`src/rtl/mult_pkg.sv`:
```
// Shared types and sizing for the shift-and-add multiplier controller.
// Optional early exit on a zero multiplier: define MULT_EARLY_EXIT_EN.
package mult_pkg;

    localparam int MULT_WIDTH = 16;

    typedef enum logic [1:0] {
        IDLE = 2'd0,
        LOAD = 2'd1,
        CALC = 2'd2,
        DONE = 2'd3
    } mult_state_t;

    function automatic int cnt_width(input int w);
        return $clog2(w) + 1;
    endfunction

endpackage

```
`src/rtl/mult_iter_cnt.sv`:
```
// Iteration counter: cleared on LOAD, stepped once per performed shift.
// Flags the final iteration so the FSM can leave CALC.
module mult_iter_cnt
    import mult_pkg::*;
#(
    parameter  int WIDTH = MULT_WIDTH,
    localparam int CNT_W = cnt_width(WIDTH)
) (
    input  logic             clk,
    input  logic             rst_n,
    input  logic             clr,
    input  logic             inc,
    output logic [CNT_W-1:0] iter,
    output logic             last
);

    always_ff @(posedge clk) begin
        if (!rst_n) begin
            iter <= '0;
        end else if (clr) begin
            iter <= '0;
        end else if (inc) begin
            iter <= iter + 1'b1;
        end
    end

    assign last = (iter == CNT_W'(WIDTH - 1));

endmodule

```
`src/rtl/mult_ctrl_fsm.sv`:
```
// Control FSM for a sequential 16x16 shift-and-add multiplier.
// Optional early exit on zero multiplier: define MULT_EARLY_EXIT_EN.
module mult_ctrl_fsm
    import mult_pkg::*;
#(
    parameter  int WIDTH = MULT_WIDTH,
    localparam int CNT_W = cnt_width(WIDTH)
) (
    input  logic             clk,
    input  logic             rst_n,
    input  logic             start,
    input  logic             mplier_lsb,
    input  logic             mplier_zero,
    output logic             load,
    output logic             add_en,
    output logic             shift_en,
    output logic             busy,
    output logic             valid,
    output logic [CNT_W-1:0] iter
);

    mult_state_t state;
    logic        calc_q;
    logic        last;
    logic        early;

`ifdef MULT_EARLY_EXIT_EN
    assign early = calc_q & mplier_zero;
`else
    logic unused_zero;
    assign unused_zero = mplier_zero;
    assign early       = 1'b0;
`endif

    // The only Mealy outputs: a zero-exit cycle performs no step.
    assign shift_en = calc_q & ~early;
    assign add_en   = shift_en & mplier_lsb;

    mult_iter_cnt #(
        .WIDTH (WIDTH)
    ) u_cnt (
        .clk   (clk),
        .rst_n (rst_n),
        .clr   (load),
        .inc   (shift_en),
        .iter  (iter),
        .last  (last)
    );

    always_ff @(posedge clk) begin
        if (!rst_n) begin
            state  <= IDLE;
            load   <= 1'b0;
            calc_q <= 1'b0;
            busy   <= 1'b0;
            valid  <= 1'b0;
        end else begin
            load   <= 1'b0;
            calc_q <= 1'b0;
            valid  <= 1'b0;
            busy   <= 1'b1;
            unique case (state)
                IDLE: begin
                    if (start) begin
                        state <= LOAD;
                        load  <= 1'b1;
                    end else begin
                        busy  <= 1'b0;
                    end
                end
                LOAD: begin
                    state  <= CALC;
                    calc_q <= 1'b1;
                end
                CALC: begin
                    if (last || early) begin
                        state <= DONE;
                        valid <= 1'b1;
                    end else begin
                        calc_q <= 1'b1;
                    end
                end
                DONE: begin
                    state <= IDLE;
                    busy  <= 1'b0;
                end
                default: begin
                    state <= IDLE;
                    busy  <= 1'b0;
                end
            endcase
        end
    end

endmodule

```
`config.mk`:
```
export PLATFORM = sky130hd
export DESIGN_NAME = mult_ctrl_fsm
export DESIGN_NICKNAME = d
export VERILOG_FILES = /design/src/rtl/mult_pkg.sv /design/src/rtl/mult_iter_cnt.sv /design/src/rtl/mult_ctrl_fsm.sv
export SDC_FILE = /design/constraint.sdc
export NUM_CORES = 1
export LEC_CHECK = 0
export ABC_AREA = 1
export ABC_CLOCK_PERIOD_IN_PS = 2200
export BUFFER_PORTS_ARGS = -buffer_cell sky130_fd_sc_hd__buf_2
export CAP_MARGIN = 20
export CELL_PAD_IN_SITES_DETAIL_PLACEMENT = 1
export CELL_PAD_IN_SITES_GLOBAL_PLACEMENT = 2
export CORE_MARGIN = 5
export CORE_UTILIZATION = 27
export DETAILED_ROUTE_END_ITERATION = 12
export HOLD_SLACK_MARGIN = 0.06
export PLACE_DENSITY_LB_ADDON = 0.1
export REMOVE_ABC_BUFFERS = 1
export SLEW_MARGIN = 15
export SYNTH_ARGS = -nofsm -noshare
export SYNTH_HDL_FRONTEND = slang
export SYNTH_HIERARCHICAL = 1
export SYNTH_SLANG_ARGS = --single-unit
```
`constraint.sdc`:
```
create_clock -name clk -period 2.2 [get_ports clk]
set_clock_uncertainty 0.2 [all_clocks]
set_input_delay 0.22 -clock clk [delete_from_list [all_inputs] [get_ports clk]]
set_output_delay 0.22 -clock clk [all_outputs]
set_load 0.05 [all_outputs]
```
Word level (Yosys, flattened, before mapping). Cells that the tools add are included.

Bits in registers: 11. Word-level logic and storage cells: 28.

Add/subtract/negate cells: 1. Eq/ne operators: 6. Muxes and demuxes: 8. Bitwise logic cells: 2. Reduce and logical (&&, ||, !) cells: 5.

Operators by type and width (count): one-hot mux 2 bit (4 select lines) (1); AND reduction 2 bit (3); adder 5 x 1 -> 5 bit, second input constant (1); equality test 5 x 4 -> 1 bit, second input constant (1); equality test 2 bit, second input constant (2); 2-to-1 mux 2 bit (2); inequality test 2 bit, second input constant (2); one-hot mux 1 bit (2 select lines) (2); 2-to-1 mux 1 bit (3); equality test 2 x 1 -> 1 bit, second input constant (1); logical NOT 2 bit (1); OR reduction 2 bit (1); bitwise AND 1 bit (1); NOT 1 bit (1).

Longest topological paths before layout.
Word-level depth: 3. Gate-level depth with buffers: 8. Depth with buffers taken out: 8.

Hierarchy. The synthesis kept the hierarchy.

By module, submodules not included: mult_ctrl_fsm (instances 1, cells each 39, area each 312.8 µm²); mult_iter_cnt (instances 1, cells each 31, area each 259.0 µm²).

Worst setup path after synthesis. Ideal clock, no wire load.

Path type: flip-flop to flip-flop. Start: register u_cnt.iter[0]. End: register state[0]. Library setup time: 115 ps. Arrival: 1538 ps. Required time: 1885 ps. Path slack: 347 ps. Stages on the path, launching flop included: 9. Clock period less this slack: 1853 ps. Cell sequence: dfxtp_1 ha_1 and3_1 ha_1 inv_1 nand2_2 nand3_1 nand2_1 nor2_1.

Longest elaborated chain between the ends: 3.

RTL lines: from (decl) (line mult_iter_cnt.sv:13) `output logic [CNT_W-1:0] iter,`; from (signal assigned) (line mult_iter_cnt.sv:23) `iter <= iter + 1'b1;`; equality test 5 x 4 -> 1 bit (line mult_iter_cnt.sv:27) `assign last = (iter == CNT_W'(WIDTH - 1));`; net last (line mult_ctrl_fsm.sv:24) `logic last;`; inequality test 2 bit (no source line); AND reduction 2 bit (no source line); to (signal assigned) (line mult_ctrl_fsm.sv:52) `state <= IDLE;`; to (signal assigned) (line mult_ctrl_fsm.sv:65) `state <= LOAD;`; to (signal assigned) (line mult_ctrl_fsm.sv:72) `state <= CALC;`; to (decl) (line mult_ctrl_fsm.sv:22) `mult_state_t state;`.

The timed path passes the listed nets, and every way through them passes these cells. A chain may end at the register's enable or synchronous reset.

Worst setup path in the final report.
Start: register u_cnt.iter[0]. End: register state[1].

The elaborated chain is that of the path after synthesis.

==> metrics.md <==
| Metric | Value |
|---|---|
| Slowest CP cell | `dfxtp_1` |
| DIE AREA | `0.00314 mm²` |
| Die width | `56.0 µm` |
| Initial DRC count | `3` |
| Antenna-violating nets left | `0` |
| Final setup fails | `0` |
| PwrDens | `1150 mW/mm²` |
| Max Clock Freq | `0.601 GHz` |
| CTS max path bufs | `2` |
| # rows | `16` |
| P_leak | `0.378 nW` |
| P&R area growth vs syn | `23.4%` |
| Starting Density | `0.289` |
| Max-cap violation count | `0` |
| Min-Delay Path Depth | `2` |
| Post-synth top cells | `dfxtp_1, nor2_1, inv_1` |
| Sequential element share of the synthesized area | `0.385` |
| H-tree lvl count | `1` |
| Most used cell, CP | `ha_1` |
| Routed met2 length | `517 µm` |
| Total stage count of the critical path | `7` |
| Avg Cell Area, Syn | `8.17 µm²` |
| Final TNS setup | `0 ns` |
| Reg-to-reg setup timing slack | `0.54 ns` |
| IO Pins | `15` |
| R2R cell count | `7` |
| FFs w/ async S/R, synth | `0` |
| Mapped Area | `572 µm²` |
| Largest net degree at the start of global routing | `12` |
| TritonCTS clock tree | `yes` |
| Adder-cell share of the synthesized area | `0.175` |
| Critical path class | `reg2reg` |
| Via count | `480` |
| Setup bufs post-CTS | `0` |
| Core Area | `just under 0.002 mm²` |
| Compound-Gate Fraction of Synth Area | `0.0919` |
| Final #Nets | `102` |
| Number of flops mapped to enable cells by yosys | `0` |
| Portion of netlist area occupied by mux cells | `0` |
| Fin. max-slew vios | `0` |
| Root buffer cell | `clkbuf_4` |
| First-pass GRT wire length | `around 1900 µm` |
| Area contributors post-synth | `dfxtp_1, ha_1, nor2_1` |
| Antenna Cells | `0` |
| Period utilization | `0.756` |
| Min-Delay Endpoint | `u_cnt/iter[3]$_SDFFE_PP0P_` |
| Total Wirelength | `1140 µm` |
| Simple-gate share of the synthesized area | `0.263` |
| Worst setup SP type | `register` |
| Final Hold Vio Count | `0` |
| IO Port Bufs | `13` |
| Placer Congestion | `0.712` |
| Netlist cell types | `16` |
| Worst skew pair latency | `0.26 ns` |
| Routed vias/inst | `around 4.2` |
| Fill cells | `254` |
| WHS | `0.318 ns` |
| Top delay family on crit path | `adder cells` |
| Synth Flop Type | `dfxtp_1` |
| Routed len/inst | `9.90 µm` |
| Clk sinks | `11` |
| Highest routed layer | `met4` |
| Yosys top cell area share | `0.385` |
| Hold buffers post-CTS | `2` |
| Crit-path max FO | `5` |
| Hold Crit Class | `reg2reg` |
| Flops & latches, synth | `11` |
| Min Tclk post-route | `1.66 ns` |
| Crit Reg-Reg Endpoint | `state[1]$_SDFFE_PN0P_` |
| CP max stage delay | `0.37 ns` |
| # DRC | `0` |
| TritonCTS buffer count | `3` |
| Initial antenna violation count | `0` |
| Critical Path RT | `~2.2 ns` |
| Die Span Y | `around 56 µm` |
| Crit-path cells | `ha_1 -> and3_1 -> ha_1 -> inv_1 -> nand2_2 -> a21oi_1 -> nor2_1` |
| Crit. End Element | `register` |
| Hold wc startpoint | `u_cnt/iter[3]$_SDFFE_PP0P_` |
| GRT Util Overall | `0.0780` |
| Routed metal-1 wirelength | `559 µm` |
| Cell taking the most area after synthesis | `dfxtp_1` |
| Largest family of logic cells by synthesized area | `simple AND/OR/NAND/NOR gates` |
| GRT overflow | `0` |
| Status | `completed` |
| Critical R2R Launch | `u_cnt/iter[0]$_SDFFE_PP0P_` |
| Worst Tran Pin Value | `0.413 ns` |
| First drt pass iteration count | `3` |
| HPWL Detailed | `911 µm` |
| Length of routed met3 wiring | `48 µm` |
| Critical path arrival | `1.62 ns` |
| Rel. slew slack | `0.725` |
| RSZ-0062 raised after global routing | `no` |
| Vias in the first global route | `460` |
| Syn Inst Count | `70` |
| Clk pin slew, worst setup/hold paths | `0.07 ns` |
| Synth warn | `6` |
| Post-cts gate resize count | `0` |
| Worst vdd ir | `0.456 mV` |
| Number of buffers and inverters on the critical path | `1` |
| Xor and xnor area share after synthesis | `0` |
| Ratio of cells with drive above 1 in the final layout | `0.250` |
## worst register-to-register path: cells and delay by family, from the launching register on
kind / cells / cell delay (ns)
buffers and inverters: 1 / 0.09
and+or+nand+nor: 3 / 0.35
AOI/OAI and AO/OA: 1 / 0.13
DFF: 1 / 0.37
adders and majority gates: 2 / 0.43
## logic make-up after synthesis
family / after synthesis
AOI/OAI and AO/OA: 10
and+or+nand+nor: 30
buffers and inverters: 11
adders and majority gates: 8
DFF: 11
## routing by layer
metal	vias up	global-route usage
li1	252	-
met1	218	0.0956
met2	8	0.119
met3	2	0.0418
met4	0	0.0203
met5	-	0
## cell type report
| type | count | area [µm²] | area share |
|---|---|---|---|
| Timing Repair Buffer | 15 | 85.1 | 0.121 |
| Inverter | 10 | 37.5 | 0.0532 |
| Multi-Input combinational cell | 48 | 303 | 0.429 |
| Clock buffer | 4 | 26.3 | 0.0372 |
| Tap cell | 27 | 33.8 | 0.0479 |
| Sequential cell | 11 | 220 | 0.312 |
## power breakdown
part | switching (mW) | total [mW] | internal (mW)
clock | 0.0614 | 0.131 | 0.0700
sequential | 0.0589 | 0.305 | 0.246
combinational | 0.254 | 0.374 | 0.120
total | 0.374 | 0.810 | 0.436
## flip-flops by register name, indices dropped and copies added (netlist names)
signal / cells
u_cnt/iter: 5
state: 2
busy: 1
load: 1
shift_en: 1
valid: 1
## worst max-delay path by stage
stage                               startpoint                    end  slack, ns
floorplan           u_cnt/iter[0]$_SDFFE_PP0P_  state[0]$_SDFFE_PN0P_       0.35
global placement    u_cnt/iter[0]$_SDFFE_PP0P_  state[0]$_SDFFE_PN0P_       0.54
detailed placement  u_cnt/iter[0]$_SDFFE_PP0P_  state[1]$_SDFFE_PN0P_       0.54
CTS                        shift_en$_SDFF_PN0_                 add_en       0.51
global route        u_cnt/iter[0]$_SDFFE_PP0P_  state[1]$_SDFFE_PN0P_       0.42
finish              u_cnt/iter[0]$_SDFFE_PP0P_  state[1]$_SDFFE_PN0P_       0.54
## placed cells by master, fill, tap and decap left out, drive strengths merged
master,synthesis,routed
a21oi,6,6
and3,1,1
buf,1,13
clkbuf,0,4
dfxtp,11,11
dlygate4sd3,0,2
ha,8,8
inv,10,10
nand2,12,12
nand3,3,3
nor2,13,13
nor3,1,1
o21a,1,1
o21ai,3,3
## through the flow
step           instance area (µm²)  cells  power [mW]  setup slack (ns)   util
3_3_place_gp                   659    109       0.680             0.545  0.333
5_1_grt                        706    115       0.878             0.417  0.356
4_1_cts                        706    115       0.829             0.515  0.356
2_1_floorplan                  561     69       0.598             0.347      -
6_report                       706    115       0.810             0.537  0.356
3_5_place_dp                   659    109       0.688             0.536  0.333
Power figures use the tool's default switching activity.
